==> src/rtl/selector_write_arbiter_if.sv <==
// rtl/selector_write_arbiter_if.sv - requester-facing bus of the arbitrated selector register
interface selector_write_arbiter_if;
    logic [3:0]  req;
    logic [11:0] sel;
    logic [3:0]  gnt;
    logic        busy;
    logic [7:0]  my_reg;
    logic        err;
    logic [7:0]  write_count;

    modport master (
        output req, sel,
        input  gnt, busy, my_reg, err, write_count
    );

    modport slave (
        input  req, sel,
        output gnt, busy, my_reg, err, write_count
    );
endinterface

==> src/rtl/selector_write_arbiter.sv <==
// rtl/selector_write_arbiter.sv - round-robin arbitrated writes of the selector-decoded constant register
module selector_write_arbiter #(
    parameter int HOLD_CYCLES = 2
) (
    input  logic                      clock,
    input  logic                      reset,
    selector_write_arbiter_if.slave   bus
);
    typedef enum logic [1:0] {IDLE, WRITE, HOLD} state_t;

    localparam logic [3:0] HOLD_INIT = (HOLD_CYCLES > 0) ? 4'(HOLD_CYCLES - 1) : 4'd0;

    state_t     state_q, state_d;
    logic [1:0] ptr_q, ptr_d;
    logic [1:0] winner_q, winner_d;
    logic [2:0] sel_q, sel_d;
    logic [3:0] hold_cnt_q, hold_cnt_d;
    logic [7:0] my_reg_q, my_reg_d;
    logic       err_q, err_d;
    logic [7:0] write_count_q, write_count_d;
    logic       busy_q, busy_d;

    logic [1:0] rr_pick;
    logic [1:0] rr_idx;
    logic       rr_found;
    logic [3:0] sel_base;
    logic [2:0] sel_pick;

    function automatic logic [7:0] decode(input logic [2:0] code);
        case (code)
            3'd0:    decode = 8'd17;
            3'd1:    decode = 8'd22;
            3'd2:    decode = 8'd30;
            default: decode = 8'd72;
        endcase
    endfunction

    // First requester at or after ptr_q, wrapping modulo 4.
    always_comb begin
        rr_pick  = ptr_q;
        rr_idx   = ptr_q;
        rr_found = 1'b0;
        for (int j = 0; j < 4; j++) begin
            rr_idx = ptr_q + 2'(j);
            if (!rr_found && bus.req[rr_idx]) begin
                rr_pick  = rr_idx;
                rr_found = 1'b1;
            end
        end
        sel_base = {1'b0, rr_pick, 1'b0} + {2'b00, rr_pick};
        sel_pick = bus.sel[sel_base +: 3];
    end

    always_comb begin
        state_d       = state_q;
        ptr_d         = ptr_q;
        winner_d      = winner_q;
        sel_d         = sel_q;
        hold_cnt_d    = hold_cnt_q;
        my_reg_d      = my_reg_q;
        err_d         = 1'b0;
        write_count_d = write_count_q;
        case (state_q)
            IDLE: begin
                if (|bus.req) begin
                    state_d  = WRITE;
                    winner_d = rr_pick;
                    sel_d    = sel_pick;
                    ptr_d    = rr_pick + 2'd1;
                end
            end
            WRITE: begin
                if (sel_q != 3'd7) begin
                    my_reg_d      = decode(sel_q);
                    write_count_d = write_count_q + 8'd1;
                end else begin
                    err_d = 1'b1;
                end
                if (HOLD_CYCLES > 0) begin
                    state_d    = HOLD;
                    hold_cnt_d = HOLD_INIT;
                end else begin
                    state_d = IDLE;
                end
            end
            HOLD: begin
                if (hold_cnt_q == 4'd0) begin
                    state_d = IDLE;
                end else begin
                    hold_cnt_d = hold_cnt_q - 4'd1;
                end
            end
            default: state_d = IDLE;
        endcase
        busy_d = (state_d != IDLE);
    end

    always_ff @(posedge clock or posedge reset) begin
        if (reset) begin
            state_q       <= IDLE;
            ptr_q         <= 2'd0;
            winner_q      <= 2'd0;
            sel_q         <= 3'd0;
            hold_cnt_q    <= 4'd0;
            my_reg_q      <= 8'd0;
            err_q         <= 1'b0;
            write_count_q <= 8'd0;
            busy_q        <= 1'b0;
        end else begin
            state_q       <= state_d;
            ptr_q         <= ptr_d;
            winner_q      <= winner_d;
            sel_q         <= sel_d;
            hold_cnt_q    <= hold_cnt_d;
            my_reg_q      <= my_reg_d;
            err_q         <= err_d;
            write_count_q <= write_count_d;
            busy_q        <= busy_d;
        end
    end

    assign bus.gnt         = (state_q == WRITE) ? (4'b0001 << winner_q) : 4'b0000;
    assign bus.busy        = busy_q;
    assign bus.my_reg      = my_reg_q;
    assign bus.err         = err_q;
    assign bus.write_count = write_count_q;
endmodule

==> src/flat_wrapper.sv <==
// flat-port wrapper written by rule: the top's interface ports become plain ports
module selector_write_arbiter_flat 
#(
    parameter int HOLD_CYCLES = 2
)
  (clock, reset, bus_req, bus_sel, bus_gnt, bus_busy, bus_my_reg, bus_err, bus_write_count);
  selector_write_arbiter_if bus_i ();
  input  logic clock;
  input  logic reset;
  input wire logic [$bits(bus_i.req)-1:0] bus_req;
  input wire logic [$bits(bus_i.sel)-1:0] bus_sel;
  output wire logic [$bits(bus_i.gnt)-1:0] bus_gnt;
  output wire logic [$bits(bus_i.busy)-1:0] bus_busy;
  output wire logic [$bits(bus_i.my_reg)-1:0] bus_my_reg;
  output wire logic [$bits(bus_i.err)-1:0] bus_err;
  output wire logic [$bits(bus_i.write_count)-1:0] bus_write_count;
  assign bus_i.req = bus_req;
  assign bus_i.sel = bus_sel;
  assign bus_gnt = bus_i.gnt;
  assign bus_busy = bus_i.busy;
  assign bus_my_reg = bus_i.my_reg;
  assign bus_err = bus_i.err;
  assign bus_write_count = bus_i.write_count;
  selector_write_arbiter #(.HOLD_CYCLES(HOLD_CYCLES)) u_core (.clock(clock), .reset(reset), .bus(bus_i));
endmodule
==> config.mk <==
export PLATFORM = sky130hd
export DESIGN_NAME = selector_write_arbiter_flat
export DESIGN_NICKNAME = d
export VERILOG_FILES = /design/src/rtl/selector_write_arbiter_if.sv /design/src/rtl/selector_write_arbiter.sv /design/src/flat_wrapper.sv
export SDC_FILE = /design/constraint.sdc
export NUM_CORES = 1
export LEC_CHECK = 0
export CORE_MARGIN = 4
export CORE_UTILIZATION = 47
export CTS_CLUSTER_SIZE = 16
export DETAILED_ROUTE_END_ITERATION = 10
export PLACE_DENSITY = 0.84
export SYNTH_ARGS = -nofsm -noshare
export SYNTH_HDL_FRONTEND = slang
export SYNTH_SLANG_ARGS = --single-unit
==> constraint.sdc <==
create_clock -name clock -period 5.9 [get_ports clock]
set_input_delay 0.885 -clock clock [delete_from_list [all_inputs] [get_ports clock]]
set_output_delay 0.885 -clock clock [all_outputs]
set_load 0.01 [all_outputs]
==> summary.txt, run 1 <==
Global route
  • First-pass GRT wire length: 5750 um
  • Initial antenna violation count: 0
  • Global route overflow: 0
  • Number of global-route vias before repair: 1319
  • Overall routing resource usage: 17.0%
  • Largest net degree at the start of global routing: 29

Placement
  • RePlAce Congestion: 1.00
  • Post-DP Area: 1940 um^2
  • # port buffers: 37
  • Dpl ws: 2.45 ns
  • HPWL Detailed: 2610 um

Timing
  • Final setup violation count: 0
  • Setup TNS: 0 ns
  • Slew @ Worst Pin: 1.02 ns
  • F_max: 0.319 GHz
  • Tmin final: 3.13 ns
  • Tcrit/Tclk final: 53.0%
  • Final Hold Fails: 0
  • Max-slew violation count: 0
  • Clock Skews: 0.00509 ns
  • RSZ-0062 raised after global routing: no
  • PnR worst setup slack: 2.77 ns
  • Slew headroom: 31.7%

Clock tree
  • CTS Sinks: 28
  • Clk pin slew, worst setup/hold paths: 0.14 ns
  • H-tree Lvls: 1
  • CTS Buf Count: 3
  • Setup bufs post-CTS: 0
  • Worst-Skew Late Latency: 0.33 ns
  • Root buf cell: clkbuf_4
  • CTS tree: done
  • Clock buffer depth: 2
  • Quantity of hold-fixing buffers added after cts: 0
  • Resized cells post-CTS: 0

Detailed routing
  • Pre-antenna DRT Iters: 4
  • WL/cell: 14.2 um
  • 1st-iter DRT viols: 87
  • Routed length on met1: 1370 um
  • DRT antenna net count: 0
  • Vias per cell: 5.63
  • DRC errors left: 0
  • Top Metal Used: met4
  • Via count: 1312
  • Routed wire length: 3300 um
  • Metal3 WL: 173 um
  • Wire length on met2: 1700 um

Worst setup path
  • Slowest CP cell: clkdlybuf4s50_1
  • Worst Path Required: 6.13 ns
  • Reg2Reg Setup Slack: 3.45 ns
  • CP cell instances: clkdlybuf4s50_1 -> and3b_1 -> a2111oi_2 -> nor2_2 -> clkinv_2 -> ha_1 -> inv_1 -> a211o_1 -> o211a_1 -> o22ai_1 -> a31oi_1
  • Critical path endpoint category: register
  • CP peak stage delay: 0.59 ns
  • R2R Path Start: u_core.ptr_q[1]
  • CP startpoint kind: input pin
  • Critical path peak fanout: 7
  • Worst setup path start: bus_req[3]
  • WS Path Type: input pin to register
  • CP arrival: 3.36 ns
  • Critical R2R Capture: u_core.sel_q[0]
  • Worst-case reg-to-reg path depth: 8

Finish
  • Fin nets: 213
  • Most frequent cells in the layout: clkdlybuf4s50_1, dfrtp_1, nand2_1, nor2_1, inv_1
  • Max FFs per register: 8
  • Design area: 1960 um^2
  • Layout area overhead: 26.3%
  • Commonest non-fill, non-tap cell in the layout: clkdlybuf4s50_1
  • Layout cells sized above 1: 6.88%
  • Diodes inserted: 0

Logic synthesis
  • Xor/xnor share of the synthesized area: 5.08%
  • Cells after Synth: 156
  • Seq/Total Area, Yosys: 45.2%
  • Syn Std Cell Area: 1550 um^2
  • Synth unique cells: 49
  • Post-Synth Adder-Cell Area: 3.23%
  • Simple-gate area share of the yosys netlist: 19.4%
  • Compound-Gate Fraction of Synth Area: 16.2%
  • Async SR Flop Fraction: 100%
  • Synth Register Bits: 28
  • Main synth FF type: dfrtp_1
  • Main combinational cell family by area after synthesis: simple AND/OR/NAND/NOR gates
  • EDFF count, synth: 0
  • Mux contribution to synthesized area: 5.08%
  • Syn_area_per_cell: 9.94 um^2
  • Syn. warnings: 0

Power
  • Pint: 0.541 mW
  • Pwr per Cell Area: 472 nW/um^2
  • P_leak: 0.865 nW
  • Peak VDD IR: 0.250 mV
  • Sw frac: 41.6%
  • Combinational Power Share: 53.6%
  • Sequential Power Share: 37.8%
  • Clk pwr share: 8.6%
  • NetSw: 0.385 mW

Job
  • Total of max-cap violations: 0

Hold path
  • Hold Path Class: register to register
  • Hold Path Origin: u_core.bus.write_count[7]
  • Hold path depth: 1
  • Hold Crit Endpoint: u_core.bus.write_count[7]

Die
  • Initial Util: 50.0%
  • Die ar.: 4280 um^2
  • Std-Cell Rows: 20
  • Die Span Y: 65.4 um
  • Core Region: 3100 um^2
  • Die X: 65.4 um
  • IO Count: 40

Run status
  • Status: finished, final reports clean
layout make-up:
| class | instances | area (um^2) |
|---|---|---|
| fill | 266 | 1140 |
| multi-input combinational | 110 | 767 |
| sequential | 28 | 701 |
| timing repair buffer | 37 | 370 |
| tap | 44 | 55.1 |
| inverter | 11 | 42.5 |
| clock buffer | 3 | 22.5 |
cell usage after synthesis, drive strengths merged, types with 2 or more instances:
| library cell | n | area, um^2 |
|---|---|---|
| dfrtp | 28 | 701 |
| nand2 | 18 | 67.6 |
| nor2 | 13 | 51.3 |
| inv | 10 | 37.5 |
| xnor2 | 7 | 61.3 |
| and3 | 5 | 31.3 |
| buf | 5 | 32.5 |
| nor3 | 5 | 25.0 |
| o21ai | 5 | 25.0 |
| a21oi | 4 | 20.0 |
| ha | 4 | 50.1 |
| clkbuf | 3 | 11.3 |
| mux2i | 3 | 30.0 |
| nand2b | 3 | 18.8 |
| nand3 | 3 | 15.0 |
| nand4 | 3 | 18.8 |
| nor2b | 3 | 21.3 |
| a2111oi | 2 | 42.5 |
| a211oi | 2 | 20.0 |
| a22o | 2 | 17.5 |
| a31oi | 2 | 12.5 |
| and3b | 2 | 17.5 |
| mux2 | 2 | 26.3 |
| nor3b | 2 | 15.0 |
| o31ai | 2 | 15.0 |
| xor2 | 2 | 17.5 |
power groups by stage:
stage / sequential (mW) / combinational [mW] / clock, mW
2_1_floorplan: 0.349 / 0.331 / 0
5_1_grt: 0.366 / 0.550 / 0.0862
3_3_place_gp: 0.347 / 0.474 / 0
6_report: 0.350 / 0.496 / 0.0793
4_1_cts: 0.350 / 0.498 / 0.0800
3_5_place_dp: 0.354 / 0.498 / 0
cells by family after synthesis:
logic type | Yosys count
AND/OR/NAND/NOR | 60
AO/OA/AOI/OAI | 29
flip-flops | 28
buffers and inverters | 19
XOR/XNOR | 9
multiplexers | 6
adder cells (fa/ha/maj) | 4
other | 1
stage by stage:
step | std cells | utilization (%) | total power, mW | hold WS [ns]
6_report | 233 | 63.1 | 0.925 | 0.484
5_1_grt | 233 | 63.1 | 1.00 | 0.512
4_1_cts | 233 | 63.1 | 0.928 | 0.493
3_5_place_dp | 230 | 62.4 | 0.852 | 0.471
3_3_place_gp | 230 | 62.4 | 0.821 | 0.463
2_1_floorplan | 157 | - | 0.680 | 0.505
worst max-delay path by stage:
stage / slack [ns] / to
after global placement: 2.63 / u_core.sel_q[2]
after CTS: 2.81 / u_core.sel_q[2]
final: 2.77 / u_core.sel_q[2]
after detailed placement: 2.45 / u_core.sel_q[2]
after floorplan: 3.31 / u_core.sel_q[2]
after global routing: 2.60 / u_core.sel_q[2]
worst max-delay path: cells and delay by family:
kind | cells | cell delay (ns)
AOI/OAI and AO/OA | 5 | 1.02
and+or+nand+nor | 2 | 0.38
adders and majority gates | 1 | 0.22
buffers and inverters | 3 | 0.84
routing by layer:
metal	vias up	global-route usage (%)
met2	47	32.1
met1	652	19.1
met3	7	2.22
met4	0	6.74
li1	606	-
met5	-	0
(Power assumes the default switching activity.)
==> run 2: changes to the inputs <==
==> constraint.sdc (replaced) <==
create_clock -name clock -period 3.05 [get_ports clock]
set_input_delay 0.4575 -clock clock [delete_from_list [all_inputs] [get_ports clock]]
set_output_delay 0.4575 -clock clock [all_outputs]
set_load 0.01 [all_outputs]
==> summary.txt, run 2 (synthesis results as in run 1) <==
Finish
  • Commonest non-fill, non-tap cell in the layout: clkdlybuf4s50_1 (unchanged)
  • Final Instance Count excl. Fillers: 234 (was 233)
  • Layout cells sized above 1: 7.37% (was 6.88%)
  • Layout area overhead: 26.8% (was 26.3%)
  • # fillers: 276 (was 266)
  • Fin nets: 214 (was 213)
  • Max FFs per register: 8 (unchanged)
  • Diodes inserted: 0 (unchanged)
  • Most frequent cells in the layout: clkdlybuf4s50_1, dfrtp_1, nand2_1, nor2_1, inv_1 (unchanged)

Die
  • Std-Cell Rows: 20 (unchanged)
  • Initial Util: 50.0% (unchanged)
  • Die X: 65.4 um (unchanged)
  • Die ar.: 4280 um^2 (unchanged)
  • IO Count: 40 (unchanged)
  • Die Span Y: 65.4 um (unchanged)
  • Core Region: 3100 um^2 (unchanged)

Global route
  • First-pass GRT wire length: 5220 um (was 5750 um)
  • Overall routing resource usage: 15.3% (was 17.0%)
  • Initial antenna violation count: 0 (unchanged)
  • Global route overflow: 0 (unchanged)
  • Number of global-route vias before repair: 1242 (was 1319)
  • Largest net degree at the start of global routing: 29 (unchanged)

Clock tree
  • Resized cells post-CTS: 0 (unchanged)
  • H-tree Lvls: 1 (unchanged)
  • Clock buffer depth: 2 (unchanged)
  • Clk pin slew, worst setup/hold paths: 0.14 ns (about the same)
  • CTS Sinks: 28 (unchanged)
  • Worst-Skew Late Latency: 0.31 ns (was 0.33 ns)
  • CTS tree: done (unchanged)
  • Setup bufs post-CTS: 0 (unchanged)
  • Quantity of hold-fixing buffers added after cts: 0 (unchanged)
  • CTS Buf Count: 3 (unchanged)
  • Root buf cell: clkbuf_4 (unchanged)

Detailed routing
  • Routed length on met1: 1360 um (was 1370 um)
  • Via count: 1261 (was 1312)
  • WL/cell: 13.4 um (was 14.2 um)
  • DRT antenna net count: 0 (unchanged)
  • Wire length on met2: 1630 um (was 1700 um)
  • Routed wire length: 3140 um (was 3300 um)
  • 1st-iter DRT viols: 55 (was 87)
  • Pre-antenna DRT Iters: 4 (unchanged)
  • Metal3 WL: 135 um (was 173 um)
  • DRC errors left: 0 (unchanged)
  • Vias per cell: 5.39 (was 5.63)
  • Top Metal Used: met4 (unchanged)

Timing
  • Tmin final: 2.74 ns
  • Tcrit/Tclk final: 89.7%
  • Final Hold Fails: 0 (unchanged)
  • Clock Skews: 0.00720 ns (was 0.00509 ns)
  • Final setup violation count: 0 (unchanged)
  • PnR worst setup slack: 0.314 ns (was 2.77 ns)
  • Max-slew violation count: 0 (unchanged)
  • Setup TNS: 0 ns (unchanged)
  • F_max: 0.365 GHz
  • RSZ-0062 raised after global routing: no (unchanged)

Placement
  • RePlAce Congestion: 1.00 (about the same)
  • Dpl ws: 0.0129 ns (was 2.45 ns)
  • HPWL Detailed: 2550 um (was 2610 um)
  • Placed Cells: 231 (was 230)
  • # port buffers: 37 (unchanged)

Run status
  • Status: finished, final reports clean (unchanged)

Worst setup path
  • CP peak stage delay: 0.60 ns (was 0.59 ns)
  • Slowest CP cell: clkdlybuf4s50_1 (unchanged)
  • Worst setup path start: bus_req[3] (unchanged)
  • CP arrival: 2.93 ns (was 3.36 ns)
  • Critical path endpoint category: register (unchanged)
  • Worst Path Required: 3.24 ns (was 6.13 ns)
  • WS Path Type: input pin to register (unchanged)
  • CP startpoint kind: input pin (unchanged)
  • Critical path peak fanout: 7 (unchanged)
  • R2R Path Start: u_core.ptr_q[1] (unchanged)
  • CP cell instances: clkdlybuf4s50_1 -> and3b_1 -> a2111oi_2 -> nor2_2 -> clkinv_2 -> ha_1 -> inv_1 -> a211o_1 -> o211a_1 -> o22ai_1 -> a31oi_1 (unchanged)

Job
  • Total of max-cap violations: 0 (unchanged)

Power
  • Pwr per Cell Area: 903 nW/um^2 (was 472 nW/um^2)
  • P_leak: 0.870 nW (was 0.865 nW)
  • Peak VDD IR: 0.422 mV (was 0.250 mV)

Hold path
  • Hold Path Class: input pin to async pin (was register to register)
## run 2: cell types whose count changed in the layout (fill, tap and decap cells not counted)
| cell | delta |
|---|---|
| buf_4 | +1 |
## run 2: through the flow
step / hold slack, ns / cell area (um^2) / util (%) / power [mW]
2_1_floorplan: 0.505 / 1550 / - / 1.32
3_3_place_gp: 0.463 / 1940 / 62.6 / 1.59
3_5_place_dp: 0.466 / 1940 / 62.6 / 1.65
4_1_cts: 0.488 / 1970 / 63.3 / 1.79
5_1_grt: 0.501 / 1970 / 63.3 / 1.92
6_report: 0.481 / 1970 / 63.3 / 1.78
## run 2: layout make-up
cell class | instances | area (um^2) | area share (%)
inverter | 11 | 42.5 | 2.16
timing repair buffer | 38 | 378 | 19.2
clock buffer | 3 | 22.5 | 1.15
multi-input combinational | 110 | 767 | 39.0
tap | 44 | 55.1 | 2.80
sequential | 28 | 701 | 35.6
## run 2: path summary, 6_finish.rpt
path / slack [ns] / depth (start not counted) / end
worst min-delay path: 0.48 / 3 / u_core.hold_cnt_q[2]
worst max register to register: 0.61 / 10 / u_core.sel_q[2]
max in group asynchronous: 2.31 / 3 / u_core.bus.my_reg[0]
min in group clock: 0.48 / 1 / u_core.bus.write_count[7]
worst min register to register: 0.48 / 1 / u_core.bus.write_count[7]
worst max-delay path: 0.31 / 11 / u_core.sel_q[2]
## run 2: critical path: cells and delay by family
kind,cells,cell delay [ns]
and+or+nand+nor,2,0.38
buffers and inverters,3,0.85
AOI/OAI and AO/OA,5,1.01
adders and majority gates,1,0.22
## run 2: power by group
part	leakage [nW]	switching, mW	total, mW	internal (mW)
logic	0.511	0.484	0.960	0.476
clock network	0.0138	0.0943	0.140	0.0461
registers	0.345	0.150	0.675	0.524
total	0.870	0.729	1.78	1.05
## run 2: metal layers
metal | vias to the layer above | global-route usage (%)
met2 | 40 | 29.7
li1 | 612 | -
met4 | 0 | 3.89
met5 | - | 0
met1 | 607 | 17.3
met3 | 2 | 1.88
==> run 3: changes to the inputs <==
--- a/config.mk
+++ b/config.mk
@@ -6,10 +6,10 @@
 export NUM_CORES = 1
 export LEC_CHECK = 0
 export CORE_MARGIN = 4
-export CORE_UTILIZATION = 47
+export CORE_UTILIZATION = 45
 export CTS_CLUSTER_SIZE = 16
 export DETAILED_ROUTE_END_ITERATION = 10
-export PLACE_DENSITY = 0.84
+export PLACE_DENSITY = 0.82
 export SYNTH_ARGS = -nofsm -noshare
 export SYNTH_HDL_FRONTEND = slang
 export SYNTH_SLANG_ARGS = --single-unit
==> summary.txt, run 3 (synthesis results as in run 1) <==
Run status
  • Status: finished, final reports clean (unchanged)

Power
  • Peak VDD IR: 0.388 mV (was 0.422 mV)
  • Pwr per Cell Area: 930 nW/um^2 (was 903 nW/um^2)
  • Pwr Total: 1.86 mW (was 1.78 mW)
  • P_leak: 0.884 nW (was 0.870 nW)

Die
  • IO Count: 40 (unchanged)
  • Die Span Y: 66.7 um (was 65.4 um)
  • Die ar.: 4450 um^2 (was 4280 um^2)
  • Std-Cell Rows: 21 (was 20)
  • Core Region: 3340 um^2 (was 3100 um^2)
  • Initial Util: 46.5% (was 50.0%)
  • Die X: 66.7 um (was 65.4 um)

Placement
  • # port buffers: 37 (unchanged)
  • RePlAce Congestion: 1.02 (was 1.00)
  • HPWL Detailed: 2530 um (was 2550 um)
  • Post-DP Area: 1950 um^2 (was 1940 um^2)
  • Placed Cells: 233 (was 231)

Detailed routing
  • Vias per cell: 5.30 (was 5.39)
  • 1st-iter DRT viols: 39 (was 55)
  • DRT antenna net count: 0 (unchanged)
  • WL/cell: 13.2 um (was 13.4 um)
  • Via count: 1257 (was 1261)
  • Routed wire length: 3140 um (about the same)
  • DRC errors left: 0 (unchanged)
  • Pre-antenna DRT Iters: 4 (unchanged)

Finish
  • Diodes inserted: 0 (unchanged)
  • # fillers: 316 (was 276)
  • Layout cells sized above 1: 7.85% (was 7.37%)
  • Fin nets: 214 (unchanged)
  • Layout area overhead: 28.9% (was 26.8%)
  • Most frequent cells in the layout: clkdlybuf4s50_1, dfrtp_1, nand2_1, nor2_1, inv_1 (unchanged)
  • Commonest non-fill, non-tap cell in the layout: clkdlybuf4s50_1 (unchanged)
  • Design area: 2000 um^2 (was 1970 um^2)
  • Final Instance Count excl. Fillers: 237 (was 234)
  • Max FFs per register: 8 (unchanged)

Global route
  • Number of global-route vias before repair: 1245 (was 1242)
  • First-pass GRT wire length: 5330 um (was 5220 um)
  • Overall routing resource usage: 15.3% (about the same)
  • Initial antenna violation count: 0 (unchanged)
  • Global route overflow: 0 (unchanged)
  • Largest net degree at the start of global routing: 29 (unchanged)

Timing
  • Clock Skews: 0.00817 ns (was 0.00720 ns)
  • Final setup violation count: 0 (unchanged)
  • Final Hold Fails: 0 (unchanged)
  • Setup TNS: 0 ns (unchanged)
  • F_max: 0.381 GHz (was 0.365 GHz)
  • Tmin final: 2.62 ns (was 2.74 ns)
  • Tcrit/Tclk final: 86.0% (was 89.7%)
  • RSZ-0062 raised after global routing: no (unchanged)
  • Max-slew violation count: 0 (unchanged)

Worst setup path
  • WS Path Type: input pin to register (unchanged)
  • Slowest CP cell: clkdlybuf4s50_1 (unchanged)
  • CP top delay family: compound AO/OA/AOI/OAI gates (unchanged)
  • WP buf/inv: 3 (unchanged)
  • Critical path endpoint category: register (unchanged)
  • Worst Path Required: 3.26 ns (was 3.24 ns)
  • CP arrival: 2.84 ns (was 2.93 ns)
  • Reg2Reg Setup Slack: 0.66 ns (was 0.61 ns)
  • CP cell instances: clkdlybuf4s50_1 -> and3b_1 -> a2111oi_2 -> nor2_2 -> clkinv_2 -> ha_1 -> inv_1 -> a211o_1 -> o211a_1 -> o22ai_1 -> a31oi_1 (unchanged)
  • CP startpoint kind: input pin (unchanged)
  • Critical path peak fanout: 7 (unchanged)
  • CP peak stage delay: 0.60 ns (about the same)
  • R2R Path Start: u_core.ptr_q[1] (unchanged)
  • Critical R2R Capture: u_core.sel_q[0] (was u_core.sel_q[2])
  • Worst-case reg-to-reg path depth: 8 (was 10)

Clock tree
  • H-tree Lvls: 1 (unchanged)
  • Setup bufs post-CTS: 0 (unchanged)
  • Root buf cell: clkbuf_4 (unchanged)
  • Quantity of hold-fixing buffers added after cts: 0 (unchanged)
  • CTS Buf Count: 3 (unchanged)
  • Resized cells post-CTS: 0 (unchanged)
  • CTS Sinks: 28 (unchanged)
  • Clock buffer depth: 2 (unchanged)
  • CTS tree: done (unchanged)
  • Clk pin slew, worst setup/hold paths: 0.15 ns (was 0.14 ns)
  • Worst-Skew Late Latency: 0.32 ns (was 0.31 ns)

Job
  • Total of max-cap violations: 0 (unchanged)

Hold path
  • Hold Path Class: input pin to async pin (unchanged)
run 3: worst reg2reg max path, delay by kind of cell (launching register included):
family / cells / cell delay (ns)
buf+inv: 1 / 0.16
simple gates: 3 / 0.76
fa+ha+maj: 1 / 0.42
compound gates: 3 / 0.48
flops: 1 / 0.46
run 3: final cells by class:
class	count	area, um^2	share of cell area (%)
Clock inverter	1	30.0	1.50
Clock buffer	3	22.5	1.13
Tap cell	46	57.6	2.88
Inverter	11	42.5	2.13
Sequential cell	28	701	35.1
Multi-Input combinational cell	110	767	38.4
Timing Repair Buffer	38	378	18.9
run 3: power by group:
group	internal [mW]	switching, mW
Combinational	0.475	0.475
Clock	0.133	0.104
Sequential	0.524	0.149
run 3: worst max-delay path by stage:
stage	from	endpoint	slack, ns	cells past startpoint
2_1_floorplan	bus_req[0]	u_core.sel_q[2]	0.89	10
3_3_place_gp	bus_req[3]	u_core.sel_q[2]	0.20	11
3_5_place_dp	bus_req[3]	u_core.sel_q[2]	0.09	11
4_1_cts	bus_req[3]	u_core.sel_q[2]	0.46	11
5_1_grt	bus_req[3]	u_core.sel_q[2]	0.21	11
6_report	bus_req[3]	u_core.sel_q[2]	0.43	11
run 3: routing by layer:
layer  GRT usage [%]  vias up  wire [um]
li1                -      610          -
met1            18.6      600       1310
met2            27.5       41       1600
met3            2.36        6        181
met4            4.57        0         40
met5               0        -          0
run 3: metrics by stage:
| step | hold WS, ns | utilization (%) | setup slack, ns |
|---|---|---|---|
| CTS | 0.485 | 59.9 | 0.456 |
| detailed placement | 0.484 | 58.3 | 0.0865 |
| floorplan | 0.505 | - | 0.887 |
| global route | 0.503 | 59.9 | 0.212 |
| global placement | 0.463 | 58.3 | 0.200 |
| finish | 0.486 | 59.9 | 0.428 |
